<file path="src/rtl/wb_dest_tracker_pkg.sv">
// Shared types for the writeback destination tracker: slot entry layout and constants.
package wb_dest_tracker_pkg;

    localparam int REGW    = 5;
    localparam int ENTRY_W = 8;
    localparam logic [REGW-1:0] JAL_REG = 5'd31;

    typedef struct packed {
        logic            rw;
        logic [REGW-1:0] wr;
        logic            ka;
        logic            kb;
    } slot_t;

    localparam slot_t BUBBLE = '{rw: 1'b0, wr: '0, ka: 1'b0, kb: 1'b0};

endpackage

</file>
<file path="src/rtl/wb_dest_tracker_sat_load_counter.sv">
// Saturating load counter; a clear coinciding with an increment restarts the count at 1.
module sat_load_counter #(
    parameter int W = 4
) (
    input  logic         clk,
    input  logic         rst_n,
    input  logic         clr_i,
    input  logic         inc_i,
    output logic [W-1:0] cnt_o
);

    logic [W-1:0] cnt_q, cnt_d;

    always_comb begin
        cnt_d = cnt_q;
        if (clr_i)
            cnt_d = inc_i ? W'(1) : '0;
        else if (inc_i && (cnt_q != {W{1'b1}}))
            cnt_d = cnt_q + W'(1);
    end

    always_ff @(posedge clk or negedge rst_n) begin
        if (!rst_n) cnt_q <= '0;
        else        cnt_q <= cnt_d;
    end

    assign cnt_o = cnt_q;

endmodule

</file>
<file path="src/rtl/wb_dest_tracker.sv">
// In-flight destination tracker for ID hazard detection plus SAD buffer-full flag.
// Optional WB_TRACKER_PERF_EN adds a saturating stall-bubble counter output.
module wb_dest_tracker
    import wb_dest_tracker_pkg::*;
#(
    parameter int BUF_A_LOADS = 4,
    parameter int BUF_B_LOADS = 4,
    parameter int CNT_W       = 4
) (
    input  logic            Clk,
    input  logic            Rst_n,
    input  logic            Hold,
    input  logic            ID_stall,
    input  logic            ID_RegWrite,
    input  logic            ID_R,
    input  logic            ID_JALControl,
    input  logic [REGW-1:0] rt,
    input  logic [REGW-1:0] rd,
    input  logic            ID_load_buff_a,
    input  logic            ID_load_buff_b,
    input  logic            ID_buff,
    output logic            ID_EX_RegWrite,
    output logic [REGW-1:0] EX_WriteRegister,
    output logic            EX_MEM_RegWrite,
    output logic [REGW-1:0] EX_MEM_WriteRegister,
    output logic            MEM_SAD_RegWrite,
    output logic [REGW-1:0] MEM_SAD_WriteRegister,
    output logic            all_buf_flags
`ifdef WB_TRACKER_PERF_EN
   ,output logic [15:0]     bubble_count
`endif
);

    slot_t           id_ex_q, ex_mem_q, mem_sad_q;
    slot_t           new_d;
    logic [REGW-1:0] dest;
    logic            adv, clr;
    logic [CNT_W-1:0] cnt_a, cnt_b;

    assign adv = ~Hold;
    assign clr = adv & ID_buff & ~ID_stall;

    always_comb begin
        dest = ID_JALControl ? JAL_REG : (ID_R ? rd : rt);
        new_d    = BUBBLE;
        new_d.rw = ID_RegWrite & (dest != '0);
        new_d.wr = dest;
        new_d.ka = ID_load_buff_a;
        new_d.kb = ID_load_buff_b;
    end

    always_ff @(posedge Clk or negedge Rst_n) begin
        if (!Rst_n) begin
            id_ex_q   <= BUBBLE;
            ex_mem_q  <= BUBBLE;
            mem_sad_q <= BUBBLE;
        end else if (adv) begin
            mem_sad_q <= ex_mem_q;
            ex_mem_q  <= id_ex_q;
            id_ex_q   <= ID_stall ? BUBBLE : new_d;
        end
    end

    // Retirement is whatever sits in MEM/SAD at an advancing edge.
    sat_load_counter #(.W(CNT_W)) u_cnt_a (
        .clk   (Clk),
        .rst_n (Rst_n),
        .clr_i (clr),
        .inc_i (adv & mem_sad_q.ka),
        .cnt_o (cnt_a)
    );

    sat_load_counter #(.W(CNT_W)) u_cnt_b (
        .clk   (Clk),
        .rst_n (Rst_n),
        .clr_i (clr),
        .inc_i (adv & mem_sad_q.kb),
        .cnt_o (cnt_b)
    );

    assign all_buf_flags = (int'(cnt_a) >= BUF_A_LOADS) && (int'(cnt_b) >= BUF_B_LOADS);

    assign ID_EX_RegWrite        = id_ex_q.rw;
    assign EX_WriteRegister      = id_ex_q.wr;
    assign EX_MEM_RegWrite       = ex_mem_q.rw;
    assign EX_MEM_WriteRegister  = ex_mem_q.wr;
    assign MEM_SAD_RegWrite      = mem_sad_q.rw;
    assign MEM_SAD_WriteRegister = mem_sad_q.wr;

`ifdef WB_TRACKER_PERF_EN
    logic [15:0] bub_q;

    always_ff @(posedge Clk or negedge Rst_n) begin
        if (!Rst_n)
            bub_q <= '0;
        else if (adv && ID_stall && (bub_q != 16'hFFFF))
            bub_q <= bub_q + 16'd1;
    end

    assign bubble_count = bub_q;
`endif

endmodule
</file>
<file path="config.mk">
export PLATFORM = sky130hd
export DESIGN_NAME = wb_dest_tracker
export DESIGN_NICKNAME = d
export VERILOG_FILES = /design/src/rtl/wb_dest_tracker_pkg.sv /design/src/rtl/wb_dest_tracker_sat_load_counter.sv /design/src/rtl/wb_dest_tracker.sv
export SDC_FILE = /design/constraint.sdc
export NUM_CORES = 1
export LEC_CHECK = 0
export CAP_MARGIN = 5
export CORE_UTILIZATION = 49
export CTS_CLUSTER_SIZE = 8
export DETAILED_ROUTE_END_ITERATION = 12
export PLACE_DENSITY = 0.81
export REMOVE_ABC_BUFFERS = 1
export SYNTH_ARGS = -nofsm -noshare
export SYNTH_HDL_FRONTEND = slang
export SYNTH_SLANG_ARGS = --single-unit
export TNS_END_PERCENT = 10
</file>
<file path="constraint.sdc">
create_clock -name Clk -period 1.8 [get_ports Clk]
set_input_delay 0.54 -clock Clk [delete_from_list [all_inputs] [get_ports Clk]]
set_output_delay 0.54 -clock Clk [all_outputs]
set_load 0.005 [all_outputs]
</file>
==> impl_metrics.py <==
metrics = {
    "power_and_ir_drop": {
        "cellLeakagePower_nw": 1.05,
        "max-vdd-ir-drop_mv": 0.609,
        "cellPowerDensity_nw_per_um2": 820,
    },
    "yosys": {
        "synth_enable_flop_cells": 0,
        "synth_compound_gate_area_share_pct": 13.8,
        "yosys.cell_types.count": 34,
        "synth_top_family_by_area": "compound AO/OA/AOI/OAI gates",
        "yosys_warnings": 0,
        "post_synth_simple_gate_area_pct": 13.7,
        "yosys-mux-area-fraction_pct": 11.8,
        "synthesis.instances": 140,
        "ys_async_sr_fraction_pct": 100,
        "synth_area_sq_um": 1620,
        "synthesis.area_per_instance_sq_um": 11.6,
        "yosys.area_share.adder_pct": 1.54,
        "synthDominantCellAreaShare_pct": 49.4,
        "ys_ff_latch": 32,
        "synth_top_flop_cell": "dfrtp_1",
        "sequential_to_total_area_share_from_yosys_stat_pct": 49.4,
        "yosys.area.top_type": "dfrtp_1",
        "synthMostInstantiatedCell": "dfrtp_1",
        "synth_xor_xnor_area_share_pct": 0,
        "synth_common_cells": "dfrtp_1, mux2_2, buf_4, nand2_1",
        "synthTopCellsByArea": "dfrtp_1, mux2_2, buf_4",
    },
    "route": {
        "detailroute.via_count": 1205,
        "wire_length_per_cell_after_detailed_routing_um": 14.7,
        "totalWireLength_mm": 3.24,
        "first_pass_iters": 4,
        "final_antenna_violating_net_count": 0,
        "vias_per_cell": 5.48,
        "first_iter_violations": 47,
        "drc": 0,
    },
    "global_route": {
        "grt_pass1_wl_mm": 5.24,
        "first_global_vias": 1149,
        "groute.usage.overall_pct": 20.7,
        "grt_antenna_before_repair": 0,
        "grt_start_max_net_pins": 33,
        "grt_overflow": 0,
    },
    "setup_path": {
        "cp-end-kind": "primary output",
        "cp_slowest_cell": "clkdlybuf4s50_1",
        "critPathBufInv": 1,
        "path_cells": "clkdlybuf4s50_1",
        "critical_path_peak_fanout": 2,
        "critical_path_arrival_ns": 1.18,
        "timing.reg2reg.setup_slack_ns": 0.37,
        "timing.critical_path.from_type": "register",
        "critPathMaxStageDelay_ns": 0.50,
        "crit-reg2reg-capture": "u_cnt_a.cnt_o[1]",
        "critPathTopFamily": "buffers and inverters",
        "number_of_cells_on_the_worst_reg_to_reg_path": 4,
        "timing_worst_setup_path_type": "register to primary output",
        "worst-path-stages": 1,
        "regToRegStartpoint": "u_cnt_a.cnt_o[0]",
        "worst-endpoint-required_ns": 1.26,
    },
    "clocking": {
        "cell_chosen_for_the_clock_root": "clkbuf_4",
        "clock_path_buffers": 2,
        "clock-sinks": 32,
        "cts_made_buffers": 5,
        "cts.reportedPaths.clkPinSlew_ns": 0.09,
        "cts_tree": "done",
        "htreeDepth": 2,
        "clkLatencyLatePin_ns": 0.33,
        "holdBufCountCts": 0,
    },
    "cells_and_area": {
        "nets": 198,
        "design_area_sq_um": 2060,
        "diodes_inserted": 0,
        "area.growth.synth_to_final_pct": 27.4,
        "final_layout_size_suffix_gt1_share_pct": 22.7,
    },
    "sta": {
        "layout_setup_ws_ns": 0.0752,
        "max_slew.worst_pin.slew_ns": 0.409,
        "hold_ws_ns": 0.509,
        "final.period_utilization_pct": 95.8,
        "finalMaxSlewViolations": 0,
        "final-hold-violation-count": 0,
        "timing.fmax_mhz": 580,
        "max_slew_margin_pct": 72.7,
        "finalClockSkew_ns": 0.00404,
        "setup_violations": 0,
        "rsz0062_at_grt": "no",
        "fin_crit_ns": 1.72,
    },
    "floorplan": {
        "fp-row-count": 20,
        "fp.dieArea_sq_um": 3540,
        "chipWidth_um": 59.5,
        "initial_core_util_pct": 52.2,
        "core-area_sq_um": 3100,
        "io_pins": 39,
        "dieHeight_um": 59.5,
    },
    "placement": {
        "global_placement_routability_congestion": 0.752,
        "place_hpwl_mm": 2.31,
        "placed_area_sq_um": 1980,
        "io_buffer_count": 38,
        "dp_slack_ns": -0.155,
    },
    "hold_path": {
        "holdPathEnd": "mem_sad_q[0]",
        "hold_path_depth": 1,
        "hold_class": "register to register",
        "start_point_of_the_worst_min_delay_path": "ex_mem_q[0]",
    },
    "status": {
        "status": "completed",
    },
    "flow_run": {
        "max_cap_violations": 0,
    },
}
## registers in the layout (all words and copies together) (netlist names), 2 cells and up
| signal | flops |
|---|---|
| EX_MEM_WriteRegister | 5 |
| EX_WriteRegister | 5 |
| MEM_SAD_WriteRegister | 5 |
| ex_mem_q | 2 |
| id_ex_q | 2 |
| mem_sad_q | 2 |
| u_cnt_a.cnt_o | 4 |
| u_cnt_b.cnt_o | 4 |
## routing by layer
layer	wire length (um)	share of wire, %	global-route usage (%)
met1	1370	42	24.8
met2	1580	49	31.6
met3	229	7.1	8.95
met4	70	2.2	10.6
met5	0	0	0
## stage by stage
stage               util (%)  instances  setup TNS, ns  power (W)
detailed placement      63.7        211          -2.86    0.00134
CTS                     65.3        219              0    0.00173
global placement        63.7        211          -1.72    0.00131
floorplan                  -        119              0    0.00108
finish                  66.5        220              0    0.00169
global route            66.5        220              0    0.00181
## report_power, final
part / internal [W] / leakage, nW / switching, W
clock network: 0.000144 / 0.0281 / 0.000235
registers: 0.000830 / 0.414 / 0.0000882
logic: 0.000243 / 0.611 / 0.000153
## worst max-delay path by stage
stage                             start                  endpoint  slack (ns)
6_report       MEM_SAD_WriteRegister[2]  MEM_SAD_WriteRegister[2]        0.08
5_1_grt        MEM_SAD_WriteRegister[2]  MEM_SAD_WriteRegister[2]       0.005
4_1_cts         EX_MEM_WriteRegister[1]   EX_MEM_WriteRegister[1]      0.0003
3_5_place_dp                       Hold          u_cnt_b.cnt_o[0]       -0.16
3_3_place_gp                       ID_R            ID_EX_RegWrite       -0.11
2_1_floorplan                     rd[1]            ID_EX_RegWrite        0.41
## area by class of cell
class,count,area (sq um)
multi-input combinational,86,662
clock buffer,6,41.3
inverter,1,3.75
sequential,32,801
fill,264,1040
clock inverter,1,5.00
timing repair buffer,50,497
tap,44,55.1
## cells in the final DEF (no fill, tap or decap), drive strengths merged, types with 5 or more instances in the layout
| cell | synthesis | layout |
|---|---|---|
| a211oi | 5 | 5 |
| a21oi | 6 | 6 |
| buf | 20 | 12 |
| clkbuf | 1 | 6 |
| clkdlybuf4s50 | 0 | 22 |
| dfrtp | 32 | 32 |
| dlymetal6s2s | 0 | 12 |
| mux2 | 17 | 17 |
| nand2 | 10 | 10 |
| nand2b | 5 | 5 |
| nor2b | 5 | 5 |
| o21ai | 5 | 5 |
| o31ai | 6 | 6 |
## repair_timing
action | 4_1_cts | 5_1_grt
resized for setup | 4 | 13
endpoints found under the setup margin | 4 | 13
pin swaps | 0 | 0
buffers inserted | 1 | 1
## logic make-up (layout without fill, tap and decap cells)
group / count (synthesis) / after routing
fa+ha+maj: 2 / 2
flops: 32 / 32
mux: 17 / 17
simple gates: 35 / 35
compound gates: 32 / 32
buf+inv: 22 / 58
Power figures use the tool's default switching activity.
